### src/rtl/pc_fetch_unit.sv
// pc_fetch_unit: PC register and req/ack fetch sequencer with held-valid handoff to decode.
// Define PC_TRACE_EN to add the fetch_count/redirect_count trace counters.
module pc_fetch_unit #(
   parameter int ADDR_W = 32,
   parameter int DATA_W = 32,
   parameter logic [ADDR_W-1:0] RESET_VEC = '0,
   parameter int STEP = 4
) (
   input  logic clk,
   input  logic rst,
   input  logic en,
   input  logic stall,
   input  logic branch_taken,
   input  logic [ADDR_W-1:0] branch_target,
   output logic fetch_req,
   output logic [ADDR_W-1:0] fetch_addr,
   input  logic fetch_ack,
   input  logic [DATA_W-1:0] fetch_data,
   output logic instr_valid,
   output logic [DATA_W-1:0] instr_out,
   output logic [ADDR_W-1:0] instr_pc,
   output logic next_pc_sel
`ifdef PC_TRACE_EN
   ,
   output logic [31:0] fetch_count,
   output logic [15:0] redirect_count
`endif
);
   typedef enum logic [1:0] {IDLE, REQ, HOLD} state_t;
   localparam logic [ADDR_W-1:0] ALIGN_MASK = ~ADDR_W'(STEP - 1);
   state_t state, state_nx;
   logic [ADDR_W-1:0] pc, pc_nx, tgt, pend_tgt, redir_pc;
   logic pend, ack_ok, take, redir, sel_nx;
   assign fetch_addr = pc;
   assign tgt = branch_target & ALIGN_MASK;
   assign ack_ok = (state == REQ) && fetch_ack;
   assign take = ack_ok && !branch_taken && !pend;
   // a redirect seen mid-request only takes effect when that request completes
   assign redir = (branch_taken && state != REQ) || (ack_ok && (branch_taken || pend));
   assign redir_pc = branch_taken ? tgt : pend_tgt;
   always_ff @(posedge clk or posedge rst)
      if (rst) state <= IDLE;
      else state <= state_nx;
   always_comb begin
      state_nx = state;
      case (state)
         IDLE: state_nx = (!branch_taken && en && !stall) ? REQ : IDLE;
         REQ: state_nx = !fetch_ack ? REQ : take ? HOLD : en ? REQ : IDLE;
         HOLD: state_nx = (branch_taken || !stall) ? (en ? REQ : IDLE) : HOLD;
         default: state_nx = IDLE;
      endcase
   end
   always_comb begin
      pc_nx = redir ? redir_pc : take ? pc + ADDR_W'(STEP) : pc;
      sel_nx = redir ? 1'b1 : take ? 1'b0 : next_pc_sel;
   end
   always_ff @(posedge clk or posedge rst)
      if (rst) begin
         pc <= RESET_VEC;
         fetch_req <= 1'b0;
         instr_valid <= 1'b0;
         instr_out <= '0;
         instr_pc <= '0;
         next_pc_sel <= 1'b0;
         pend <= 1'b0;
         pend_tgt <= '0;
      end else begin
         pc <= pc_nx;
         next_pc_sel <= sel_nx;
         fetch_req <= state_nx == REQ;
         instr_valid <= state_nx == HOLD;
         if (take) begin
            instr_out <= fetch_data;
            instr_pc <= pc;
         end
         pend <= (state == REQ) && !fetch_ack && (pend || branch_taken);
         if (state == REQ && !fetch_ack && branch_taken) pend_tgt <= tgt;
      end
`ifdef PC_TRACE_EN
   always_ff @(posedge clk or posedge rst)
      if (rst) begin
         fetch_count <= '0;
         redirect_count <= '0;
      end else begin
         if (instr_valid && !stall && !branch_taken) fetch_count <= fetch_count + 32'd1;
         if (redir) redirect_count <= redirect_count + 16'd1;
      end
`endif
endmodule

### config.mk
export PLATFORM = sky130hd
export DESIGN_NAME = pc_fetch_unit
export DESIGN_NICKNAME = d
export VERILOG_FILES = /design/src/rtl/pc_fetch_unit.sv
export SDC_FILE = /design/constraint.sdc
export NUM_CORES = 1
export LEC_CHECK = 0
export BUFFER_PORTS_ARGS = -buffer_cell sky130_fd_sc_hd__clkbuf_2
export CAP_MARGIN = 10
export CORE_ASPECT_RATIO = 0.5
export CORE_MARGIN = 2
export CORE_UTILIZATION = 56
export DETAILED_ROUTE_END_ITERATION = 8
export GPL_TIMING_DRIVEN = 0
export PLACE_DENSITY = 0.84
export SYNTH_ARGS = -nofsm -noshare
export SYNTH_HDL_FRONTEND = slang
export SYNTH_SLANG_ARGS = --single-unit
### constraint.sdc
create_clock -name clk -period 6.1 [get_ports clk]
set_input_delay 0.305 -clock clk [delete_from_list [all_inputs] [get_ports clk]]
set_output_delay 0.305 -clock clk [all_outputs]
set_load 0.1 [all_outputs]
# Word-level counts from Yosys, hierarchy flattened
# Cells that the tools add are included.
word_totals:
  regBits: 132
  input_bits: 70
  elab_cells: 45
classes:
  n_addsub: 1
  eq_ne: 5
  mux: 11
  reduce_logical: 19
op_table:
  columns: ["op", "count"]
  rows:
  - ["two-way mux 32 bit", 3]
  - ["adder 32 x 3 -> 32 bit, second input constant", 1]
  - ["logical AND 1 bit", 10]
  - ["two-way mux 2 bit", 3]
  - ["case mux 2 bit (3 select lines)", 1]
  - ["equality test 2 x 1 -> 1 bit, second input constant", 2]
  - ["equality test 2 bit, second input constant", 2]
  - ["zero test 1 bit", 4]
  - ["two-way mux 1 bit", 4]
  - ["logical OR 1 bit", 3]
  - ["zero test 2 bit", 1]
  - ["inequality test 2 x 1 -> 1 bit, second input constant", 1]
  - ["nonzero test 2 bit", 1]

# Logic depth before layout (Yosys ltp)
depth:
  ltp_word: 8
  depth_mapped: 7

# Least setup slack after synthesis
# Ideal clock, no wire load.
synth_path:
  path_type: "register -> register"
  start: "register pc[12] (netlist: fetch_addr[12])"
  end: "register pc[25] (netlist: fetch_addr[25])"
  setup_time_ps: 131
  arrival_time_ps: 2440
  required_ps: 5969
  path_slack_ps: 3529
  stages_incl_launch_ff: 7
  path_buffers: 1
  synth_period_minus_slack_ps: 2571
  cell_sequence: "dfrtp_1 buf_2 nand4_2 nor4_2 nand4_1 and3_1 or3_1"
synth_via:
  elab_chain_len: 3
synth_lines:
  columns: ["item", "line_no", "rtl"]
  rows:
  - ["start, declared", "32", "logic [ADDR_W-1:0] pc, pc_nx, tgt, pend_tgt, redir_pc;"]
  - ["start signal, assigned", "68", "pc <= pc_nx;"]
  - ["adder 32 x 3 -> 32 bit", "54", "pc_nx = redir ? redir_pc : take ? pc + ADDR_W'(STEP) : pc;"]
  - ["two-way mux 32 bit (2 in a row)", "54", null]
# No other way between the ends. The select of a mux whose other input is x is not followed.
# A chain may end at the register's enable or synchronous reset.

# Worst setup path after layout
layout_path:
  start: "register state[0]"
  end: "register pc[26] (netlist: fetch_addr[26])"
layout_via:
  elab_chain_len: 5
  word_cells_on_any_way: 10
layout_lines:
  columns: ["item", "line_no", "rtl"]
  rows:
  - ["start, declared", "31", "state_t state, state_nx;"]
  - ["start signal, assigned", "43", "else state <= state_nx;"]
  - ["equality test 2 x 1 -> 1 bit", "36", "assign ack_ok = (state == REQ) && fetch_ack;"]
  - ["logical AND 1 bit", "36", null]
  - ["logical AND 1 bit, on equally long branches", "39, 37", null]
  - ["logical OR 1 bit or logical AND 1 bit (tied branches)", "39, 37", null]
  - ["two-way mux 32 bit or nonzero test 2 bit (tied branches)", null, null]
# Parallel ways exist; a longest one is shown, timed or not.

==> flow_summary.ini <==
[cts]
holdBufCountCts = 1
clkLatencyLatePin_ps = 410
cts_tree = yes
clock_sinks = 128
cts.path.max_buffers = 2
ctsRootBufferMaster = sky130_fd_sc_hd__clkbuf_16
cts_clock_pin_slew_for_the_worst_setup_and_hold_paths_ps = 60
cts-htree-levels = 4
count_of_instances_resized_after_the_clock_tree_is_built = 0
cts_setup_buffers = 0
cts_buf_count = 17

[hold_path]
beginning_of_the_worst_hold_path = fetch_data[27]
hold_path.class = primary input to flip-flop

[timing]
grt_setup_unrepaired = no
clock.fmax_ghz = 0.421
finalMaxSlewViolations = 0
worstMarginPinSlew_ps = 658
timing.final.setup_violations = 0
final_cycle_utilization_of_the_critical_path = 0.390
clock_skew_ps = 8.22
max_slew_margin = 0.561
timing.final.hold_violations = 0
fin_setup_tns_ps = 0
period_needed_ps = 2380

[flow_run]
max_cap_viol_count = 0

[critical_path]
arrival_ps = 2620
setup.worst_path.start = state[0]
path_class = flip-flop to flip-flop
critical_path_required_ps = 6350
start_kind = flip-flop
cp-end-kind = flip-flop
critPathMaxFanout = 10
worst_r2r_startpoint = state[0]

[yosys]
synth_seq_cells = 128
synth.top_cells.by_area = sky130_fd_sc_hd__dfrtp_1 (54%), sky130_fd_sc_hd__nand2_1 (14%), sky130_fd_sc_hd__mux2_2 (6.1%)
syn-instance-count = 653
synth.cell_area_sq_um = 5950
dominantRegCellSynth = sky130_fd_sc_hd__dfrtp_1
ys_seq_area_frac = 0.539
synth_top_area_frac = 0.539
synth_edf_count = 0
synthDominantAreaCellType = sky130_fd_sc_hd__dfrtp_1
yosysWarnings = 0
avgSynthCellArea_sq_um = 9.11
async_reset_ff_frac = 1.00
post_synth_num_cell_types = 51

[die]
floorplan.die.width_um = 150
die-height_um = 76.9
std_cell_rows = 26
die-area_sq_um = 11500
effective_utilization_at_floorplan = 0.578
core_area_sq_um = 10300
top_level_ports = 169

[grt]
grt_start_max_net_pins = 101
antenna_violations_before_repair = 0
vias_in_the_first_global_route = 5401
grt_use_total = 0.317
global_route.overflow_total = 0
wire_length_of_the_first_global_routing_pass_mm = 28.0

[drt]
routedWlPerCell_um = 18.0
dr.pass1.iters = 6
final_antenna_net_count = 0
dr_total_vias = 5736
postRouteWirelength_mm = 17.8
drc_errors = 0
dr.first_iter.drc_count = 570
vias_per_cell = 5.79

[finish]
fillerInstances = 746
number_of_standard_cells_in_the_layout_taps_in_and_fillers_out = 991
nNetsFinal = 910
drive_gt1_frac = 0.298
antenna-diode-count = 0
area.growth.synth_to_final_pct = 27.3

[placement]
place.detailed.hpwl_mm = 12.3
portBuffers = 162
gpl.final_weighted_congestion = 0.953
place.detailed.instances = 959

[power_and_ir_drop]
power.ir.vdd_worst_mv = 0.348
finalPower_mw = 4.43
power.static_leakage_nw = 3.93
pwr_density_cell_nw_per_um2 = 585

[status]
run_status = completed
cell type report:
class,count,area [sq um],share of cell area
Inverter,9,38.8,0.00512
Clock buffer,22,474,0.0627
Sequential cell,128,3200,0.423
Clock inverter,9,109,0.0144
Tap cell,140,175,0.0231
Multi-Input combinational cell,473,2510,0.332
Timing Repair Buffer,164,848,0.112
Buffer,46,205,0.0271
Yosys cell counts, drive strengths merged (2+ instances only):
cell type and number:
or2 2, nand2 221, mux2 32, clkbuf 26
nor4 6, a22o 2, nand4 10, a2bb2oi 3
a21oi 28, mux2i 6, a31oi 10, inv 9
nand3 13, and3 16, and2 2, nor3 8
o31a 4, nor2 31, a221oi 2, o2bb2ai 2
o311ai 3, o21ai 43, dfrtp 128, o22ai 4
a211oi 4, nor2b 2, buf 20
cell families after synthesis:
family | count (synthesis) | synth area share
xor gates and xnor gates | 1 | 0.00147
adders and majority gates | 1 | 0.00210
DFF | 128 | 0.539
buffers and inverters | 55 | 0.0402
other | 1 | 0.000631
muxes | 38 | 0.0707
and+or+nand+nor | 315 | 0.230
AOI/OAI and AO/OA | 114 | 0.116
stage by stage:
step	utilization	cell area [sq um]	hold WS (ps)	setup WS, ps
3_5_place_dp	0.679	6980	280	3860
3_3_place_gp	0.675	6940	459	1050
2_1_floorplan	-	5960	410	2380
5_1_grt	0.736	7570	76.7	3670
4_1_cts	0.736	7570	76.4	3790
6_report	0.736	7570	80.2	3720
flip-flops by register name, indices dropped and copies added (netlist names):
name         cells
instr_valid      1
state            2
pend_tgt        30
instr_out       32
instr_pc        30
fetch_req        1
pend             1
fetch_addr      30
next_pc_sel      1
metal layers:
| metal | share of wire | up-vias | global-route usage |
|---|---|---|---|
| met5 | 0 | - | 0.0227 |
| met4 | 0.024 | 0 | 0.108 |
| met3 | 0.12 | 58 | 0.102 |
| met2 | 0.45 | 374 | 0.478 |
| met1 | 0.40 | 2709 | 0.433 |
| li1 | - | 2595 | - |
critical path, stage by stage (launching register included):
cell	delay (ps)
sky130_fd_sc_hd__dfrtp_1	440
sky130_fd_sc_hd__nor2b_2	290
sky130_fd_sc_hd__mux2i_1	430
sky130_fd_sc_hd__buf_2	330
sky130_fd_sc_hd__buf_1	490
sky130_fd_sc_hd__o22ai_1	240
path summary, 6_finish.rpt:
| path | endpoint | slack (ps) | depth (start not counted) |
|---|---|---|---|
| worst max-delay path | fetch_addr[26] | 3720 | 5 |
| worst min-delay path | instr_out[27] | 80 | 3 |
| worst max register to register | fetch_addr[26] | 3720 | 5 |
| worst min register to register | instr_out[23] | 470 | 2 |
| max in group asynchronous | state[0] | 4930 | 4 |
| min in group asynchronous | instr_out[20] | 400 | 3 |
cell usage in the layout (no fill, tap or decap), types with 13 or more instances in the layout:
cell type | netlist | layout
sky130_fd_sc_hd__a21oi_1 | 28 | 28
sky130_fd_sc_hd__and3_1 | 16 | 16
sky130_fd_sc_hd__buf_2 | 14 | 14
sky130_fd_sc_hd__clkbuf_1 | 26 | 28
sky130_fd_sc_hd__clkbuf_16 | 0 | 17
sky130_fd_sc_hd__clkbuf_2 | 0 | 162
sky130_fd_sc_hd__dfrtp_1 | 128 | 128
sky130_fd_sc_hd__mux2_2 | 32 | 32
sky130_fd_sc_hd__nand2_1 | 221 | 221
sky130_fd_sc_hd__nand3_1 | 13 | 13
sky130_fd_sc_hd__nor2_1 | 31 | 31
sky130_fd_sc_hd__o21ai_0 | 36 | 36
power by group:
group,switching (mW),total (mW),internal (mW)
Sequential,0.247,1.36,1.11
Clock,0.373,1.00,0.631
Combinational,1.72,2.07,0.347
Power figures use the tool's default switching activity.
